File: config.mk
export PLATFORM = sky130hd
export DESIGN_NAME = uart_tx_framed_flat
export DESIGN_NICKNAME = d
export VERILOG_FILES = /design/src/rtl/uart_tx_framed_if.sv /design/src/rtl/uart_tx_framed.sv /design/src/flat_wrapper.sv
export SDC_FILE = /design/constraint.sdc
export NUM_CORES = 1
export LEC_CHECK = 0
export CORE_MARGIN = 10
export CORE_UTILIZATION = 45
export DETAILED_ROUTE_END_ITERATION = 8
export MAX_ROUTING_LAYER = met4
export PLACE_DENSITY = 0.67
export SYNTH_ARGS = -nofsm -noshare
export SYNTH_HDL_FRONTEND = slang
export SYNTH_SLANG_ARGS = --single-unit
File: constraint.sdc
create_clock -name clk -period 4.54 [get_ports clk]
set_input_delay 0.454 -clock clk [delete_from_list [all_inputs] [get_ports clk]]
set_output_delay 0.454 -clock clk [all_outputs]
set_load 0.05 [all_outputs]
File: src/rtl/uart_tx_framed_if.sv
// Word handshake into the framed UART transmitter: data is taken on any edge
// where valid and ready are both high.
interface uart_tx_framed_if #(
    parameter int DATA_BITS = 8
) ();
    logic [DATA_BITS-1:0] data;
    logic                 valid;
    logic                 ready;

    modport master (output data, output valid, input ready);
    modport slave  (input data, input valid, output ready);
endinterface

File: src/rtl/uart_tx_framed.sv
// Framed UART transmitter: one-entry holding register feeding a start/data/parity/stop shifter.
// The start bit leaves one edge after the handshake; ready drops while the holding register is full.
module uart_tx_framed #(
    parameter int DATA_BITS = 8,
    parameter int PARITY    = 0,
    parameter int STOP_BITS = 1,
    parameter int BAUD_DIV  = 104
) (
    input  logic            clk,
    input  logic            rstn,
    uart_tx_framed_if.slave bus,
    output logic            tx,
    output logic            busy
);
    localparam int FRAME_BITS = 1 + DATA_BITS + ((PARITY != 0) ? 1 : 0) + STOP_BITS;
    localparam int BW = $clog2(BAUD_DIV);
    localparam logic [BW-1:0] BAUD_LAST  = BW'(BAUD_DIV - 1);
    localparam logic [3:0]    DATA_LAST  = 4'(DATA_BITS);
    localparam logic [3:0]    FRAME_LAST = 4'(FRAME_BITS - 1);

    typedef enum logic [2:0] {S_IDLE, S_START, S_DATA, S_PARITY, S_STOP} state_t;

    state_t               state_q;
    logic [DATA_BITS-1:0] hold_q;
    logic [DATA_BITS-1:0] shift_q;
    logic                 hold_full_q;
    logic                 hold_full_d;
    logic                 par_q;
    logic                 tx_q;
    logic                 busy_q;
    logic [BW-1:0]        baud_q;
    logic [3:0]           bit_q;

    logic accept;
    logic baud_wrap;
    logic frame_end;
    logic load;

    always_comb begin
        accept    = bus.valid && !hold_full_q;
        baud_wrap = (baud_q == BAUD_LAST);
        frame_end = (state_q == S_STOP) && baud_wrap && (bit_q == FRAME_LAST);
        // A pending word starts either from idle or straight after the final stop bit.
        load      = hold_full_q && ((state_q == S_IDLE) || frame_end);
        hold_full_d = hold_full_q;
        if (load)
            hold_full_d = 1'b0;
        if (accept)
            hold_full_d = 1'b1;
    end

    assign bus.ready = !hold_full_q;
    assign tx        = tx_q;
    assign busy      = busy_q;

    always_ff @(posedge clk or negedge rstn) begin
        if (!rstn) begin
            hold_q      <= '0;
            hold_full_q <= 1'b0;
        end else begin
            hold_full_q <= hold_full_d;
            if (accept)
                hold_q <= bus.data;
        end
    end

    always_ff @(posedge clk or negedge rstn) begin
        if (!rstn) begin
            state_q <= S_IDLE;
            shift_q <= '0;
            par_q   <= 1'b0;
            baud_q  <= '0;
            bit_q   <= '0;
            tx_q    <= 1'b1;
            busy_q  <= 1'b0;
        end else if (load) begin
            state_q <= S_START;
            shift_q <= hold_q;
            par_q   <= (^hold_q) ^ (PARITY == 1);
            baud_q  <= '0;
            bit_q   <= '0;
            tx_q    <= 1'b0;
            busy_q  <= 1'b1;
        end else if (state_q != S_IDLE) begin
            if (!baud_wrap) begin
                baud_q <= baud_q + 1'b1;
            end else begin
                baud_q <= '0;
                bit_q  <= bit_q + 4'd1;
                // bit_q names the bit currently on the line: 0 is start, DATA_LAST the last data bit.
                case (state_q)
                    S_START: begin
                        state_q <= S_DATA;
                        tx_q    <= shift_q[0];
                        shift_q <= shift_q >> 1;
                    end
                    S_DATA: begin
                        if (bit_q == DATA_LAST) begin
                            if (PARITY != 0) begin
                                state_q <= S_PARITY;
                                tx_q    <= par_q;
                            end else begin
                                state_q <= S_STOP;
                                tx_q    <= 1'b1;
                            end
                        end else begin
                            tx_q    <= shift_q[0];
                            shift_q <= shift_q >> 1;
                        end
                    end
                    S_PARITY: begin
                        state_q <= S_STOP;
                        tx_q    <= 1'b1;
                    end
                    S_STOP: begin
                        if (bit_q == FRAME_LAST) begin
                            state_q <= S_IDLE;
                            bit_q   <= '0;
                            busy_q  <= 1'b0;
                            tx_q    <= 1'b1;
                        end
                    end
                    default: state_q <= S_IDLE;
                endcase
            end
        end
    end
endmodule

File: src/flat_wrapper.sv
// flat-port wrapper written by rule: the top's interface ports become plain ports
module uart_tx_framed_flat 
#(
    parameter int DATA_BITS = 8,
    parameter int PARITY    = 0,
    parameter int STOP_BITS = 1,
    parameter int BAUD_DIV  = 104
)
  (clk, rstn, tx, busy, bus_data, bus_valid, bus_ready);
  uart_tx_framed_if #(.DATA_BITS(DATA_BITS)) bus_i ();
  input  logic clk;
  input  logic rstn;
  output logic tx;
  output logic busy;
  input wire logic [$bits(bus_i.data)-1:0] bus_data;
  input wire logic [$bits(bus_i.valid)-1:0] bus_valid;
  output wire logic [$bits(bus_i.ready)-1:0] bus_ready;
  assign bus_i.data = bus_data;
  assign bus_i.valid = bus_valid;
  assign bus_ready = bus_i.ready;
  uart_tx_framed #(.DATA_BITS(DATA_BITS), .PARITY(PARITY), .STOP_BITS(STOP_BITS), .BAUD_DIV(BAUD_DIV)) u_core (.clk(clk), .rstn(rstn), .bus(bus_i), .tx(tx), .busy(busy));
endmodule
Yosys cells after proc, flatten, opt, wreduce, memory -nomap -nowiden. Index checks and enable logic that the tools add are counted.

Register bits after elaboration: 33. Word-level logic and storage cells: 72.

Add/subtract/negate cells: 2. Equal/unequal tests: 10. Mux-type cells: 32. Reductions and logical operators: 20.

Operator list (count): 8-bit two-way mux (4); 7-bit two-way mux (3); 4-bit two-way mux (5); 8-bit one-hot mux with 2 select lines (1); 4-bit AND reduction (4); 3-bit two-way mux (5); 1-bit two-way mux (12); 3-bit one-hot mux with 4 select lines (1); 2-bit nonzero test (5); 4-bit equality test, second input constant (2); 7-bit by 1-bit adder with 7-bit output, second input constant (1); 7-bit equality test, second input constant (1); 3-bit by 2-bit equality test with 1-bit output, second input constant (2); 3-bit by 2-bit != test with 1-bit output, second input constant (2); 3-bit nonzero test (2); 5-bit nonzero test (1); 4-bit by 1-bit adder with 4-bit output, second input constant (1); 1-bit logical AND (4); 1-bit one-hot mux with 4 select lines (1); 3-bit by 1-bit equality test with 1-bit output, second input constant (1); 3-bit equality test, second input constant (1); 3-bit logical NOT (1); 3-bit by 1-bit != test with 1-bit output, second input constant (1); 2-bit AND reduction (1); other kinds (2) (2).

Depth between registers and ports, before layout.
Depth in word-level cells: 7. Mapped depth: 7.

Worst setup path before layout. OpenSTA, ideal clock, no wires.

Path type: register -> register. Start: reg u_core.bit_q[1]. End: reg u_core.baud_q[2]. Library setup time: 119 ps. Data arrival time: 1482 ps. Required time: 4421 ps. Slack: 2939 ps. Stages on the path, launching flop included: 8. Period minus slack after synthesis: 1601 ps. Cell sequence: dfrtp_1 inv_1 ha_1 and3b_1 a31oi_4 or2_4 buf_6 and2_1.

Cells in the longest elaborated chain, start to end: 5.

RTL lines: start: declaration (line uart_tx_framed.sv:32) `logic [3:0] bit_q;`; start signal: assignment (line uart_tx_framed.sv:89) `bit_q <= bit_q + 4'd1;`; 4-bit equality test * (line uart_tx_framed.sv:42) `frame_end = (state_q == S_STOP) && baud_wrap && (bit_q == FRAME_LAST);`; 1-bit logical AND * (line uart_tx_framed.sv:42); 1-bit logical OR * (line uart_tx_framed.sv:44) `load = hold_full_q && ((state_q == S_IDLE) || frame_end);`; 1-bit logical AND * (line uart_tx_framed.sv:44); 7-bit two-way mux or 2-bit nonzero test (tied branches); end signal: assignment (line uart_tx_framed.sv:86) `baud_q <= baud_q + 1'b1;`; end: declaration (line uart_tx_framed.sv:31) `logic [BW-1:0] baud_q;`.

Every way passes the cells marked *; elsewhere a longest branch is shown, timed or not. A chain may end at the register's enable or synchronous reset.

Worst setup path in the final report.
Start: reg u_core.hold_full_q. End: out bus_ready.

Cells in the longest elaborated chain, start to end: 1.

RTL lines: start: declaration (line uart_tx_framed.sv:26) `logic hold_full_q;`; start signal: assignment (line uart_tx_framed.sv:61) `hold_full_q <= hold_full_d;`; 1-bit logical NOT (line uart_tx_framed.sv:52) `assign bus.ready = !hold_full_q;`; end: declaration (line flat_wrapper.sv:17) `output wire logic [$bits(bus_i.ready)-1:0] bus_ready;`.

Every way passes these cells.

==> results.toml <==
[run_status]
status = "finished, final reports clean"

[route]
detail-route-antenna-nets = 0
drtPass1Iterations = 4
drc = 0
wire_per_inst_um = 15.6
route.vias.total = 1331
wirelength_um = 3650
vias_per_cell = 5.69
drt_iter0_drc = 210

[layout]
num-fill-cells = 345
drive_gt1_share_pct = 12.9
syn_to_final_growth_pct = 15.5
diodes = 0
nets = 200

[clocking]
hold_buffers = 0
clk_pin_slew_ns = 0.07
post_cts_buffers = 0
clk_path_buf_depth = 2
cts_tree = "yes"
cts_num_sinks = 33
cts_inserted_buffers = 5
htree_levels = 2
cts.repair.resized = 0
clock_latency_ns = 0.28
root_buffer = "clkbuf_8"

[sta]
clock.fmax_mhz = 465
fin_setup_tns_ns = 0
setup_viol = 0
hold_viol = 0
worstMarginPinSlew_ns = 0.691
period_share_pct = 47.4
rsz0062_at_grt = "false"
final-max-slew-violation-count = 0
setup_slack_ns = 2.39
fin_skew_ns = 0.00637
fin_crit_ns = 2.15
relSlewSlack_pct = 53.9

[pwr]
power_per_cell_area_nw_per_um2 = 512
p_sw_share_pct = 31.1
power_leakage_nw = 0.795
ir_drop_mv = 0.298
combPwrFrac_pct = 25.2
share_seq_of_total_power_pct = 46.7
p_clk_share_pct = 28.1
internal_power_uw = 704
p_sw_uw = 317

[hold_path]
hold_class = "reg2reg"
holdCritStartpoint = "u_core.hold_q[1]"
holdPathEnd = "u_core.hold_q[1]"
min_path_cells = 1

[placement]
dp_hpwl_um = 2700
port_buffers = 13
gp_congestion = 0.843
dp_worst_setup_slack_ns = 2.50

[logic_synthesis]
syn_area_um2 = 1730
synth_seq_area_share_pct = 47.8
ys_types = 44
synth_nets = 187
synth_edf_count = 0
avgSynthCellArea_um2 = 10.1
synth_seq_cells = 33
synth_cells = 172
ys.warnings.count = 0
yosys_most_used_dff = "dfrtp_1"
async_reset_ff_share_pct = 100

[global_route]
grt_max_degree = 34
grtUsageTotal_pct = 12.9
grt_pass1_wl_um = 6490
overflow = 0
grt_pass1_vias = 1353
antenna_found_initial = 0

[floorplanning]
core_um2 = 3690
die_h_um = 82.0
num_io_pins = 14
fp.dieW_um = 82.0
dieArea_um2 = 6720
rows = 22
start_util_pct = 46.9

[worst_setup_path]
reg2reg_slack_ns = 2.72
slowest_stage = "clkdlybuf4s50_1"
cp.buffers_inverters = 2
endpoint_kind = "output port"
cp-start-kind = "flop"
cp_data_required_time_ns = 4.09
crit_fanout = 8
r2r_cells = 5
critPathMaxStageDelay_ns = 0.81
critPathKind = "reg2out"
crit_arrival_ns = 1.70
crit_cells = 2
crit_family = "buffers and inverters"
crit_chain = "inv_1 > clkdlybuf4s50_1"
worstReg2RegStart = "u_core.baud_q[0]"
worst_r2r_endpoint = "u_core.bit_q[2]"

[run]
drv_cap = 0
per-stage QoR:
stage	std cells	hold slack, ns	instance area, um2	power (mW)	utilization, %
after floorplan	172	0.158	1730	0.665	-
after global placement	226	0.504	1880	0.724	50.9
after detailed placement	226	0.502	1880	0.742	50.9
after CTS	234	0.514	2000	1.03	54.1
after global routing	234	0.534	2000	1.10	54.1
final	234	0.512	2000	1.02	54.1
state kept, by name, indices dropped and copies added (netlist names):
name and flops:
u_core.baud_q 7, u_core.tx 1, u_core.hold_full_q 1, u_core.bit_q 4, u_core.shift_q 8, u_core.state_q 3
u_core.hold_q 8, u_core.busy 1
cell families (layout without fill, tap and decap cells):
family	after synthesis	count (layout)	synth area share [%]
compound gates	44	44	16.6
simple gates	62	62	19.6
fa+ha+maj	4	4	2.89
xor+xnor	6	6	3.04
flops	33	33	47.8
buf+inv	14	28	4.20
mux	9	9	5.79
per-layer routing:
| metal | track usage, % | up-vias | wire (um) |
|---|---|---|---|
| li1 | - | 656 | - |
| met1 | 14.9 | 646 | 1580 |
| met2 | 20.8 | 25 | 1840 |
| met3 | 4.04 | 4 | 170 |
| met4 | 4.59 | 0 | 57 |
| met5 | - | - | 0 |
synthesized netlist by cell type, types with 2 or more instances:
library cell	n	area, um2
o31ai_1	2	15.0
nor2_1	9	33.8
buf_6	2	22.5
o22ai_1	3	18.8
xor2_1	3	26.3
inv_1	6	22.5
nand3_1	16	80.1
ha_1	4	50.1
mux2_2	8	90.1
clkbuf_1	2	7.51
a22o_1	2	17.5
nor2b_1	3	18.8
nand2_1	7	26.3
buf_2	4	20.0
dfrtp_1	32	801
a31oi_1	9	56.3
nand3b_1	2	15.0
and3b_1	2	17.5
o21ai_0	14	70.1
nor3_1	10	50.1
a21oi_1	7	35.0
xnor2_1	3	26.3
worst reg2reg max path, stage by stage (launching register included):
cell,delay [ns]
dfrtp_1,0.40
ha_1,0.21
and4b_1,0.35
nand2_2,0.18
o22ai_1,0.40
a31oi_1,0.15
layout by cell type, fill, tap and decap left out, drive strengths merged, types with 2 or more instances in the layout:
cell	instances
dfrtp	32
nand3	16
o21ai	14
clkdlybuf4s50	13
nor3	11
a31oi	10
nor2	9
mux2	8
nand2	8
a21oi	7
inv	6
clkbuf	6
ha	4
o22ai	3
xnor2	3
xor2	3
nor2b	3
and3b	2
nand3b	2
o31ai	2
a22o	2
or2	2
area by class of cell:
type                    instances  area, um2  share of cell area, %
multi-input cells             125        830                   41.5
flip-flops and latches         33        827                   41.4
repair buffers                 14        138                   6.89
clock buffers                   6       82.6                   4.14
well taps                      48       60.1                   3.01
clock inverters                 2       37.5                   1.88
inverters                       6       22.5                   1.13
power by group through the flow:
stage | clock network [mW] | registers, mW | logic (mW)
floorplan | 0 | 0.456 | 0.209
global placement | 0 | 0.477 | 0.246
detailed placement | 0 | 0.483 | 0.260
CTS | 0.296 | 0.476 | 0.262
global route | 0.311 | 0.493 | 0.294
finish | 0.287 | 0.477 | 0.257
how the worst max path moves through the flow:
stage,slack (ns),startpoint,endpoint
final,2.39,u_core.hold_full_q,bus_ready
after global routing,2.32,u_core.hold_full_q,bus_ready
after CTS,2.37,u_core.hold_full_q,bus_ready
after detailed placement,2.50,bus_valid,u_core.hold_q[6]
after global placement,2.59,bus_valid,u_core.hold_q[3]
after floorplan,2.94,u_core.bit_q[1],u_core.baud_q[2]
Power figures use the tool's default switching activity.
